**src/rtl/muldiv_pkg.sv**
```systemverilog
// muldiv_pkg: op encoding, FSM states and fixed latency shared by the multiply/divide unit
package muldiv_pkg;
  typedef enum logic [1:0] {OP_MULT, OP_MULTU, OP_DIV, OP_DIVU} op_e;
  typedef enum logic [1:0] {S_IDLE, S_RUN, S_FIX, S_DONE} state_e;
  localparam int MULDIV_LATENCY = 34;
endpackage

```
**src/rtl/muldiv_datapath.sv**
```systemverilog
// muldiv_datapath: shift/accumulate registers, one multiply or restoring-divide step per cycle; signed correction when MULDIV_SIGNED_EN is defined
module muldiv_datapath
  import muldiv_pkg::*;
#(
  parameter int WIDTH = 32
) (
  input  logic             clk_i,
  input  logic             reset_ni,
  input  logic             load_i,
  input  logic             step_i,
  input  logic             fix_i,
  input  op_e              op_i,
  input  logic [WIDTH-1:0] busA_i,
  input  logic [WIDTH-1:0] busB_i,
  output logic [WIDTH-1:0] hi_o,
  output logic [WIDTH-1:0] lo_o,
  output logic             dbz_o
);
  logic [WIDTH-1:0] hi_q, hi_d, lo_q, lo_d, m_q, a_q, ma, mb;
  logic div_q, neg_q, rneg_q, dbz_q, sgn, sa, sb, div_op;
  logic [WIDTH:0] madd, trial, diff;
  logic [2*WIDTH-1:0] prod_neg;
`ifdef MULDIV_SIGNED_EN
  assign sgn = ~op_i[0];
`else
  // op[0] carries no meaning without signed support; it is folded to zero here
  assign sgn = op_i[0] & 1'b0;
`endif
  assign div_op = op_i[1];
  assign sa = sgn & busA_i[WIDTH-1];
  assign sb = sgn & busB_i[WIDTH-1];
  assign ma = sa ? -busA_i : busA_i;
  assign mb = sb ? -busB_i : busB_i;
  // hi_q accumulates the partial product for multiply and the partial remainder for divide
  assign madd = lo_q[0] ? {1'b0, hi_q} + {1'b0, m_q} : {1'b0, hi_q};
  assign trial = {hi_q, lo_q[WIDTH-1]};
  assign diff = trial - {1'b0, m_q};
  assign prod_neg = -{hi_q, lo_q};
  assign hi_o = hi_q;
  assign lo_o = lo_q;
  assign dbz_o = dbz_q;
  // next value of the shared HI/LO working pair: load, step, then sign fix or forced divide-by-zero result
  always_comb begin
    hi_d = hi_q;
    lo_d = lo_q;
    if (load_i) begin
      hi_d = '0;
      lo_d = div_op ? ma : mb;
    end else if (step_i && div_q) begin
      hi_d = diff[WIDTH] ? trial[WIDTH-1:0] : diff[WIDTH-1:0];
      lo_d = {lo_q[WIDTH-2:0], ~diff[WIDTH]};
    end else if (step_i) begin
      hi_d = madd[WIDTH:1];
      lo_d = {madd[0], lo_q[WIDTH-1:1]};
    end else if (fix_i && dbz_q) begin
      hi_d = a_q;
      lo_d = '1;
    end else if (fix_i && div_q) begin
      hi_d = rneg_q ? -hi_q : hi_q;
      lo_d = neg_q ? -lo_q : lo_q;
    end else if (fix_i && neg_q) begin
      {hi_d, lo_d} = prod_neg;
    end
  end
  // working registers plus operand magnitude and sign bookkeeping captured at the accepting edge
  always_ff @(posedge clk_i or negedge reset_ni) begin
    if (!reset_ni) begin
      hi_q <= '0;
      lo_q <= '0;
      m_q <= '0;
      a_q <= '0;
      div_q <= 1'b0;
      neg_q <= 1'b0;
      rneg_q <= 1'b0;
      dbz_q <= 1'b0;
    end else begin
      hi_q <= hi_d;
      lo_q <= lo_d;
      if (load_i) begin
        m_q <= div_op ? mb : ma;
        a_q <= busA_i;
        div_q <= div_op;
        neg_q <= sa ^ sb;
        rneg_q <= sa;
        dbz_q <= div_op && busB_i == '0;
      end
    end
  end
endmodule

```
**src/rtl/muldiv_unit.sv**
```systemverilog
// muldiv_unit: iterative MULT/MULTU/DIV/DIVU with HI/LO registers and start/busy/done handshake; signed ops under MULDIV_SIGNED_EN
module muldiv_unit
  import muldiv_pkg::*;
#(
  parameter int WIDTH = 32
) (
  input  logic             clk_i,
  input  logic             reset_ni,
  input  logic             start_i,
  input  op_e              op_i,
  input  logic [WIDTH-1:0] busA_i,
  input  logic [WIDTH-1:0] busB_i,
  input  logic             hilo_sel_i,
  output logic [WIDTH-1:0] result_o,
  output logic             busy_o,
  output logic             done_o,
  output logic             div_by_zero_o
);
  localparam int CW = $clog2(WIDTH);
  localparam logic [CW-1:0] LAST = CW'(WIDTH - 1);
  state_e state_q;
  logic [CW-1:0] cnt_q;
  logic [WIDTH-1:0] hi_q, lo_q, dp_hi, dp_lo;
  logic busy_q, done_q, dbz_q, dp_dbz, load, step, fix;
  assign load = state_q == S_IDLE && start_i;
  assign step = state_q == S_RUN;
  assign fix = state_q == S_FIX;
  assign result_o = hilo_sel_i ? hi_q : lo_q;
  assign busy_o = busy_q;
  assign done_o = done_q;
  assign div_by_zero_o = dbz_q;
  muldiv_datapath #(.WIDTH(WIDTH)) u_dp (
    .clk_i   (clk_i),
    .reset_ni(reset_ni),
    .load_i  (load),
    .step_i  (step),
    .fix_i   (fix),
    .op_i    (op_i),
    .busA_i  (busA_i),
    .busB_i  (busB_i),
    .hi_o    (dp_hi),
    .lo_o    (dp_lo),
    .dbz_o   (dp_dbz)
  );
  // control FSM: WIDTH run steps, one fix cycle, then a single-cycle commit of HI/LO with done
  always_ff @(posedge clk_i or negedge reset_ni) begin
    if (!reset_ni) begin
      state_q <= S_IDLE;
      cnt_q <= '0;
      hi_q <= '0;
      lo_q <= '0;
      busy_q <= 1'b0;
      done_q <= 1'b0;
      dbz_q <= 1'b0;
    end else begin
      done_q <= 1'b0;
      dbz_q <= 1'b0;
      case (state_q)
        S_IDLE: if (start_i) begin
          state_q <= S_RUN;
          cnt_q <= '0;
          busy_q <= 1'b1;
        end
        S_RUN: begin
          cnt_q <= cnt_q + 1'b1;
          if (cnt_q == LAST) state_q <= S_FIX;
        end
        S_FIX: state_q <= S_DONE;
        S_DONE: begin
          hi_q <= dp_hi;
          lo_q <= dp_lo;
          done_q <= 1'b1;
          dbz_q <= dp_dbz;
          busy_q <= 1'b0;
          state_q <= S_IDLE;
        end
      endcase
    end
  end
endmodule

```
**config.mk**
```make
export PLATFORM = sky130hd
export DESIGN_NAME = muldiv_unit
export DESIGN_NICKNAME = d
export VERILOG_FILES = /design/src/rtl/muldiv_pkg.sv /design/src/rtl/muldiv_datapath.sv /design/src/rtl/muldiv_unit.sv
export SDC_FILE = /design/constraint.sdc
export NUM_CORES = 1
export LEC_CHECK = 0
export BUFFER_PORTS_ARGS = -buffer_cell sky130_fd_sc_hd__buf_2
export CORE_MARGIN = 3
export CORE_UTILIZATION = 56
export CTS_CLUSTER_SIZE = 8
export DETAILED_ROUTE_END_ITERATION = 10
export GPL_ROUTABILITY_DRIVEN = 0
export PLACE_DENSITY = 0.81
export SETUP_SLACK_MARGIN = 0.5
export SYNTH_ARGS = -nofsm -noshare
export SYNTH_HDL_FRONTEND = slang
export SYNTH_SLANG_ARGS = --single-unit
```
**constraint.sdc**
```tcl
create_clock -name clk_i -period 3 [get_ports clk_i]
set_input_delay 0.6 -clock clk_i [delete_from_list [all_inputs] [get_ports clk_i]]
set_output_delay 0.6 -clock clk_i [all_outputs]
set_load 0.05 [all_outputs]
```
Yosys cells after proc, flatten, opt, wreduce, memory -nomap -nowiden --
Cells that the tools add are included. Widths: inputs -> output; s select.
Word-level totals: flip-flop bits (word level) 204, output and inout port bits 35, logic and storage cells 60, bits of input ports 70
Cells by class: add/sub/neg operators 3, equal/unequal tests 7, multiplexer cells 22, reductions and logical operators 14, bitwise gates (word level) 1
Operators by type and width (number):
- $mux 32 | 12
- $add 32x32->33 | 1
- $mux 33 | 1
- $sub 33x32->33 | 1
- $logic_not 32->1 | 1
- $pmux 5 s2 | 1
- $pmux 2 s4 | 1
- $reduce_and 2->1 | 4
- $reduce_bool 6->1 | 1
- $add 5x1->5 const B | 1
- $eq 5x5->1 const B | 1
- $logic_and 1x1->1 | 5
- $mux 5 | 1
- $ne 5x2->1 const B | 1
- $eq 2x2->1 const B | 2
- $mux 2 | 2
- $ne 2x2->1 const B | 2
- $reduce_bool 2->1 | 2
- $mux 1 | 3
- $eq 2x1->1 const B | 1
- $logic_not 2->1 | 1
- $pmux 1 s2 | 1
- $not 1->1 | 1

Logic depth before layout (Yosys ltp) --
word-level depth 6, depth in mapped cells 14, gate-level depth less buffers 12

Hierarchy --
From an unflattened synthesis, not the netlist that was laid out.
Second synthesis, totals: cell total of the unflattened synthesis 1423, area total of the unflattened synthesis 14139.8 µm²
Modules (own cells, without submodules):
- muldiv_datapath | sequential area each 3253.1 µm², area each 10682.7 µm², cells an instance 1206, instances 1
- muldiv_unit | sequential area each 1851.8 µm², area each 3457.1 µm², cells an instance 217, instances 1

Worst setup path before layout --
OpenSTA, ideal clock, no wires.
path type reg-to-reg, start point reg u_dp.lo_q[31] (netlist: u_dp.lo_o[31]), end point reg u_dp.hi_q[6] (netlist: u_dp.hi_o[6]), data arrival time 2885 ps, library setup time 121 ps, buffers on the path 2, clock period less this slack 3006 ps, path slack -6 ps, stages on the path, launching flop included 14, required time 2879 ps, cell sequence dfrtp_1 inv_1 ha_1 fa_1 nand2b_1 a21o_1 a211oi_2 o31ai_4 o211ai_4 xnor2_1 buf_2 buf_2 o211ai_1 a22o_1
On the way: longest elaborated chain between the ends 4
RTL lines:
- from (decl) | line muldiv_datapath.sv:19 | logic [WIDTH-1:0] hi_q, hi_d, lo_q, lo_d, m_q, a_q, ma, mb;
- from (signal assigned) | line muldiv_datapath.sv:78 | lo_q <= lo_d;
- $sub 33x32->33 | line muldiv_datapath.sv:37 | assign diff = trial - {1'b0, m_q};
- $mux 32 | line muldiv_datapath.sv:50 | hi_d = diff[WIDTH] ? trial[WIDTH-1:0] : diff[WIDTH-1:0];
- $mux 32 | line muldiv_datapath.sv:49 | end else if (step_i && div_q) begin
- $mux 32 | line muldiv_datapath.sv:46 | if (load_i) begin
- to (signal assigned) | line muldiv_datapath.sv:77 | hi_q <= hi_d;
- to (decl) | line muldiv_datapath.sv:19
Every way passes these cells. A chain may end at the register's enable or synchronous reset.

Worst setup path after layout --
start point reg u_dp.m_q[0], end point reg u_dp.hi_q[0] (netlist: u_dp.hi_o[0])
On the way: longest elaborated chain between the ends 5, elaborated cells on any way between the ends 7, classes of those cells 2 x add/sub; 5 x mux
RTL lines:
- from (decl) | line muldiv_datapath.sv:19
- from (signal assigned) | line muldiv_datapath.sv:80 | m_q <= div_op ? mb : ma;
- $add 32x32->33 | line muldiv_datapath.sv:35 | assign madd = lo_q[0] ? {1'b0, hi_q} + {1'b0, m_q} : {1'b0, hi_q};
- $mux 33 | line muldiv_datapath.sv:35
- $mux 32 | line muldiv_datapath.sv:52 | end else if (step_i) begin
- $mux 32 (*) | line muldiv_datapath.sv:49
- $mux 32 (*) | line muldiv_datapath.sv:46
Mark *: on every way between the ends. The rest lies on a longest branch, timed or not.

==> impl_results.html <==
<table>
<tr><th>Metric</th><th>Value</th></tr>
<tr><th colspan="2">Final layout</th></tr>
<tr><td>Diodes inserted</td><td>0</td></tr>
<tr><td>Fraction of final layout cells with drive strength greater than 1</td><td>0.272</td></tr>
<tr><td>Synthesis-to-finish area growth</td><td>19.4%</td></tr>
<tr><td>Layout Utilization</td><td>0.692</td></tr>
<tr><td>Net count reported at finish</td><td>between 1,500 and 2,000</td></tr>
<tr><th colspan="2">GRT</th></tr>
<tr><td>Total global-route track usage</td><td>0.323</td></tr>
<tr><td>Initial antenna violation count</td><td>1</td></tr>
<tr><td>Overflow left after global routing</td><td>0</td></tr>
<tr><td>First-pass GRT wire length</td><td>approximately 69 mm</td></tr>
<tr><td>Vias in the first global route</td><td>approximately 13,000</td></tr>
<tr><td>Pin count of the biggest net entering global routing</td><td>85</td></tr>
<tr><th colspan="2">Setup path</th></tr>
<tr><td>Worst endpoint data arrival time</td><td>~3.7 ns</td></tr>
<tr><td>Element type at the critical path end</td><td>register</td></tr>
<tr><td>Endpoint of the worst register-to-register path</td><td>u_dp.hi_o[0]</td></tr>
<tr><td>Worst reg2reg startpoint</td><td>u_dp.m_q[0]</td></tr>
<tr><td>Maximum fanout encountered on the critical timing path</td><td>6</td></tr>
<tr><td>Required time of the worst setup path</td><td>roughly 3.4 ns</td></tr>
<tr><td>Flop2flop setup slack</td><td>-0.26 ns</td></tr>
<tr><td>Type of the worst setup path</td><td>register to register</td></tr>
<tr><td>Worst-case reg-to-reg path depth</td><td>14</td></tr>
<tr><td>Crit start category</td><td>register</td></tr>
<tr><th colspan="2">Power</th></tr>
<tr><td>Leakage power</td><td>a little under 8 nW</td></tr>
<tr><td>Post-layout total power</td><td>between 20 and 25 mW</td></tr>
<tr><td>Maximum ir drop on the vdd rail</td><td>~1.4 mV</td></tr>
<tr><td>PD cells</td><td>~1400 mW/mm2</td></tr>
<tr><th colspan="2">Detailed routing</th></tr>
<tr><td>Sum of routed wire length over all layers</td><td>44.3 mm</td></tr>
<tr><td>Antenna violation net count after detailed routing</td><td>0</td></tr>
<tr><td>DRT iter0 DRCs</td><td>1,638</td></tr>
<tr><td>Via density per instance</td><td>between 6 and 7</td></tr>
<tr><td>Routed wire per std cell</td><td>~22 um</td></tr>
<tr><td>Number of vias in the routed layout</td><td>~13,000</td></tr>
<tr><td>Drc violations</td><td>0</td></tr>
<tr><td>Number of detailed-routing iterations run before antenna repair</td><td>6</td></tr>
<tr><th colspan="2">STA</th></tr>
<tr><td>Number of setup violations in the final report</td><td>25</td></tr>
<tr><td>Timing-limited maximum frequency</td><td>slightly above 300 MHz</td></tr>
<tr><td>Post-layout minimum cycle time</td><td>roughly 3.3 ns</td></tr>
<tr><td>RSZ-0062 raised after global routing</td><td>true</td></tr>
<tr><td>Count of final max-slew check failures</td><td>0</td></tr>
<tr><td>Final Worst Setup Slack</td><td>-0.265 ns</td></tr>
<tr><td>Clk_skew</td><td>about 0.011 ns</td></tr>
<tr><td>Hold Fails Final Rpt</td><td>0</td></tr>
<tr><td>Final clock period utilization by the worst path</td><td>1.09</td></tr>
<tr><td>Relative max-transition margin</td><td>0.503</td></tr>
<tr><td>Slew at the pin with the worst max-slew slack</td><td>about 0.74 ns</td></tr>
<tr><th colspan="2">Synth</th></tr>
<tr><td>Main synth FF type</td><td>sky130_fd_sc_hd__dfrtp_1</td></tr>
<tr><td>Syn. warnings</td><td>0</td></tr>
<tr><td>Number of flops mapped to enable cells by yosys</td><td>0</td></tr>
<tr><td>Mean cell area of the mapped netlist</td><td>a little over 9 um2</td></tr>
<tr><td>Number of nets in the synthesized netlist</td><td>between 1,500 and 2,000</td></tr>
<tr><td>Portion of the post-synthesis area used by sequential elements</td><td>0.369</td></tr>
<tr><td>Post-synthesis instance total</td><td>approximately 1,500</td></tr>
<tr><td>Synth cell types</td><td>66</td></tr>
<tr><td>Flop and latch count out of synthesis</td><td>204</td></tr>
<tr><td>Proportion of register bits with asynchronous set or reset after synthesis</td><td>1.00</td></tr>
<tr><td>Total standard cell area after synthesis</td><td>0.0138 mm2</td></tr>
<tr><th colspan="2">Die</th></tr>
<tr><td>Die span in y</td><td>roughly 160 um</td></tr>
<tr><td>Initial core utilization</td><td>0.579</td></tr>
<tr><td>Total die area</td><td>roughly 0.027 mm2</td></tr>
<tr><td>FP Rows</td><td>56</td></tr>
<tr><td>Chip width</td><td>about 160 um</td></tr>
<tr><td>Core area</td><td>0.0239 mm2</td></tr>
<tr><td>IO Count</td><td>around 110</td></tr>
<tr><th colspan="2">Clock tree</th></tr>
<tr><td>Total CTS buffers</td><td>29</td></tr>
<tr><td>Clock tree root buffer cell</td><td>sky130_fd_sc_hd__clkbuf_16</td></tr>
<tr><td>Insertion delay of the later-clocked pin in the worst-skew pair</td><td>around 0.53 ns</td></tr>
<tr><td>Number of sinks on the clock net</td><td>204</td></tr>
<tr><td>Clk buf depth</td><td>3</td></tr>
<tr><td>Quantity of hold-fixing buffers added after cts</td><td>0</td></tr>
<tr><td>Clock transition at the registers of the reported paths</td><td>0.05 ns</td></tr>
<tr><td>H-tree depth</td><td>1</td></tr>
<tr><td>TritonCTS clock tree</td><td>done</td></tr>
<tr><th colspan="2">Outcome</th></tr>
<tr><td>Violations in the final reports</td><td>setup timing</td></tr>
<tr><td>Outcome</td><td>finished with violations</td></tr>
<tr><th colspan="2">Worst hold path</th></tr>
<tr><td>Worst min path class</td><td>input pin to asynchronous set/reset pin</td></tr>
<tr><th colspan="2">Run</th></tr>
<tr><td>Number of max-capacitance violations reported</td><td>0</td></tr>
<tr><th colspan="2">Placed design</th></tr>
<tr><td># port buffers</td><td>about 100</td></tr>
<tr><td>Detailed placer's ending HPWL</td><td>about 31 mm</td></tr>
</table>
## timing repair
| item | 4_1_cts | 5_1_grt |
|---|---|---|
| gates resized for setup | 18 | 34 |
| buffers inserted | 5 | 7 |
| pin swaps | 12 | 23 |
| endpoints found under the setup margin | 33 | 45 |
## worst max-delay path by stage
stage,startpoint,end
2_1_floorplan,u_dp.lo_o[31],u_dp.hi_o[3]
3_3_place_gp,u_dp.lo_o[31],u_dp.hi_o[3]
3_5_place_dp,u_dp.m_q[0],u_dp.hi_o[3]
4_1_cts,u_dp.hi_o[4],u_dp.hi_o[4]
5_1_grt,u_dp.m_q[0],u_dp.hi_o[3]
6_report,u_dp.m_q[0],u_dp.hi_o[0]
## critical path, cell delays in order (launching register included)
cell and delay, ns:
sky130_fd_sc_hd__dfrtp_1 0.40, sky130_fd_sc_hd__ha_2 0.20, sky130_fd_sc_hd__fa_2 0.37, sky130_fd_sc_hd__nand2b_4 0.16, sky130_fd_sc_hd__a21o_1 0.20, sky130_fd_sc_hd__a211oi_4 0.34, sky130_fd_sc_hd__o31ai_4 0.11, sky130_fd_sc_hd__o211ai_4 0.34
sky130_fd_sc_hd__xor2_4 0.17, sky130_fd_sc_hd__buf_6 0.18, sky130_fd_sc_hd__buf_4 0.13, sky130_fd_sc_hd__buf_6 0.12, sky130_fd_sc_hd__nand2b_4 0.07, sky130_fd_sc_hd__a31oi_4 0.08, sky130_fd_sc_hd__or2_1 0.26
## layout make-up
cell class              instances  area [um2]
multi-input cells            1147        8410
fillers                      1691        7370
flip-flops and latches        204        5110
repair buffers                242        1670
clock buffers                  30         729
well taps                     319         399
inverters                      47         176
clock inverters                 1        30.0
## synthesized netlist by cell type, types with 19 or more instances
| master | n | area share |
|---|---|---|
| sky130_fd_sc_hd__nor2_1 | 37 | 0.010 |
| sky130_fd_sc_hd__dfrtp_1 | 204 | 0.37 |
| sky130_fd_sc_hd__nand2_1 | 229 | 0.062 |
| sky130_fd_sc_hd__buf_1 | 19 | 0.0052 |
| sky130_fd_sc_hd__a21o_1 | 33 | 0.018 |
| sky130_fd_sc_hd__mux2_2 | 129 | 0.11 |
| sky130_fd_sc_hd__o21ai_0 | 119 | 0.043 |
| sky130_fd_sc_hd__inv_1 | 47 | 0.013 |
| sky130_fd_sc_hd__a21oi_1 | 99 | 0.036 |
| sky130_fd_sc_hd__xnor2_1 | 29 | 0.018 |
| sky130_fd_sc_hd__o221ai_1 | 48 | 0.030 |
| sky130_fd_sc_hd__xor2_1 | 23 | 0.015 |
| sky130_fd_sc_hd__ha_1 | 70 | 0.063 |
| sky130_fd_sc_hd__mux2i_1 | 82 | 0.059 |
| sky130_fd_sc_hd__clkbuf_1 | 67 | 0.018 |
## state kept, by name, summed over array words and instances, names as in the netlist
register,cells
busy_o,1
cnt_q,5
div_by_zero_o,1
done_o,1
hi_q,32
lo_q,32
state_q,2
u_dp.a_q,32
u_dp.dbz_o,1
u_dp.div_q,1
u_dp.hi_o,32
u_dp.lo_o,32
u_dp.m_q,32
## cells by family (layout without fill, tap and decap cells)
family | after synthesis | in the layout | share of synthesized area
compound gates | 427 | 427 | 0.203
xor+xnor | 53 | 53 | 0.0349
fa+ha+maj | 72 | 72 | 0.0662
buf+inv | 140 | 320 | 0.0393
flops | 204 | 204 | 0.369
mux | 211 | 211 | 0.164
simple gates | 384 | 384 | 0.123
## metrics by stage
stage               TNS, ns  setup slack [ns]  instances  hold WS [ns]  area (um2)
floorplan                 0             0.102       1491         0.304       13900
global placement     -0.495            -0.102       1947         0.454       15500
detailed placement    -2.00            -0.175       1947         0.465       15500
CTS                   -1.99            -0.156       1983         0.166       16300
global route          -4.96            -0.299       1990         0.176       16500
finish                -3.20            -0.265       1990         0.119       16500
## cells in the final DEF, fill, tap and decap left out, drive strengths merged, types with 12 or more instances in the layout
| cell type | instances |
|---|---|
| a21o | 33 |
| a21oi | 99 |
| buf | 241 |
| clkbuf | 31 |
| dfrtp | 204 |
| ha | 70 |
| inv | 47 |
| mux2 | 129 |
| mux2i | 82 |
| nand2 | 229 |
| nand2b | 13 |
| nand3 | 18 |
| nand4 | 15 |
| nor2 | 37 |
| nor2b | 12 |
| nor3 | 18 |
| o211ai | 12 |
| o21ai | 123 |
| o221ai | 48 |
| xnor2 | 29 |
| xor2 | 24 |
## where the power goes
group	internal [mW]	switching, mW	leakage [nW]
clock network	1.77	1.12	0.373
registers	4.08	1.12	2.53
logic	6.60	8.94	4.89
## routing by layer
layer,GRT usage,share of wire,vias up
met5,0,0,-
met4,0.110,0.038,0
met3,0.0545,0.096,154
met2,0.522,0.46,764
met1,0.442,0.40,6372
li1,-,-,5806
Note: power is estimated with default switching activity, not from simulation.
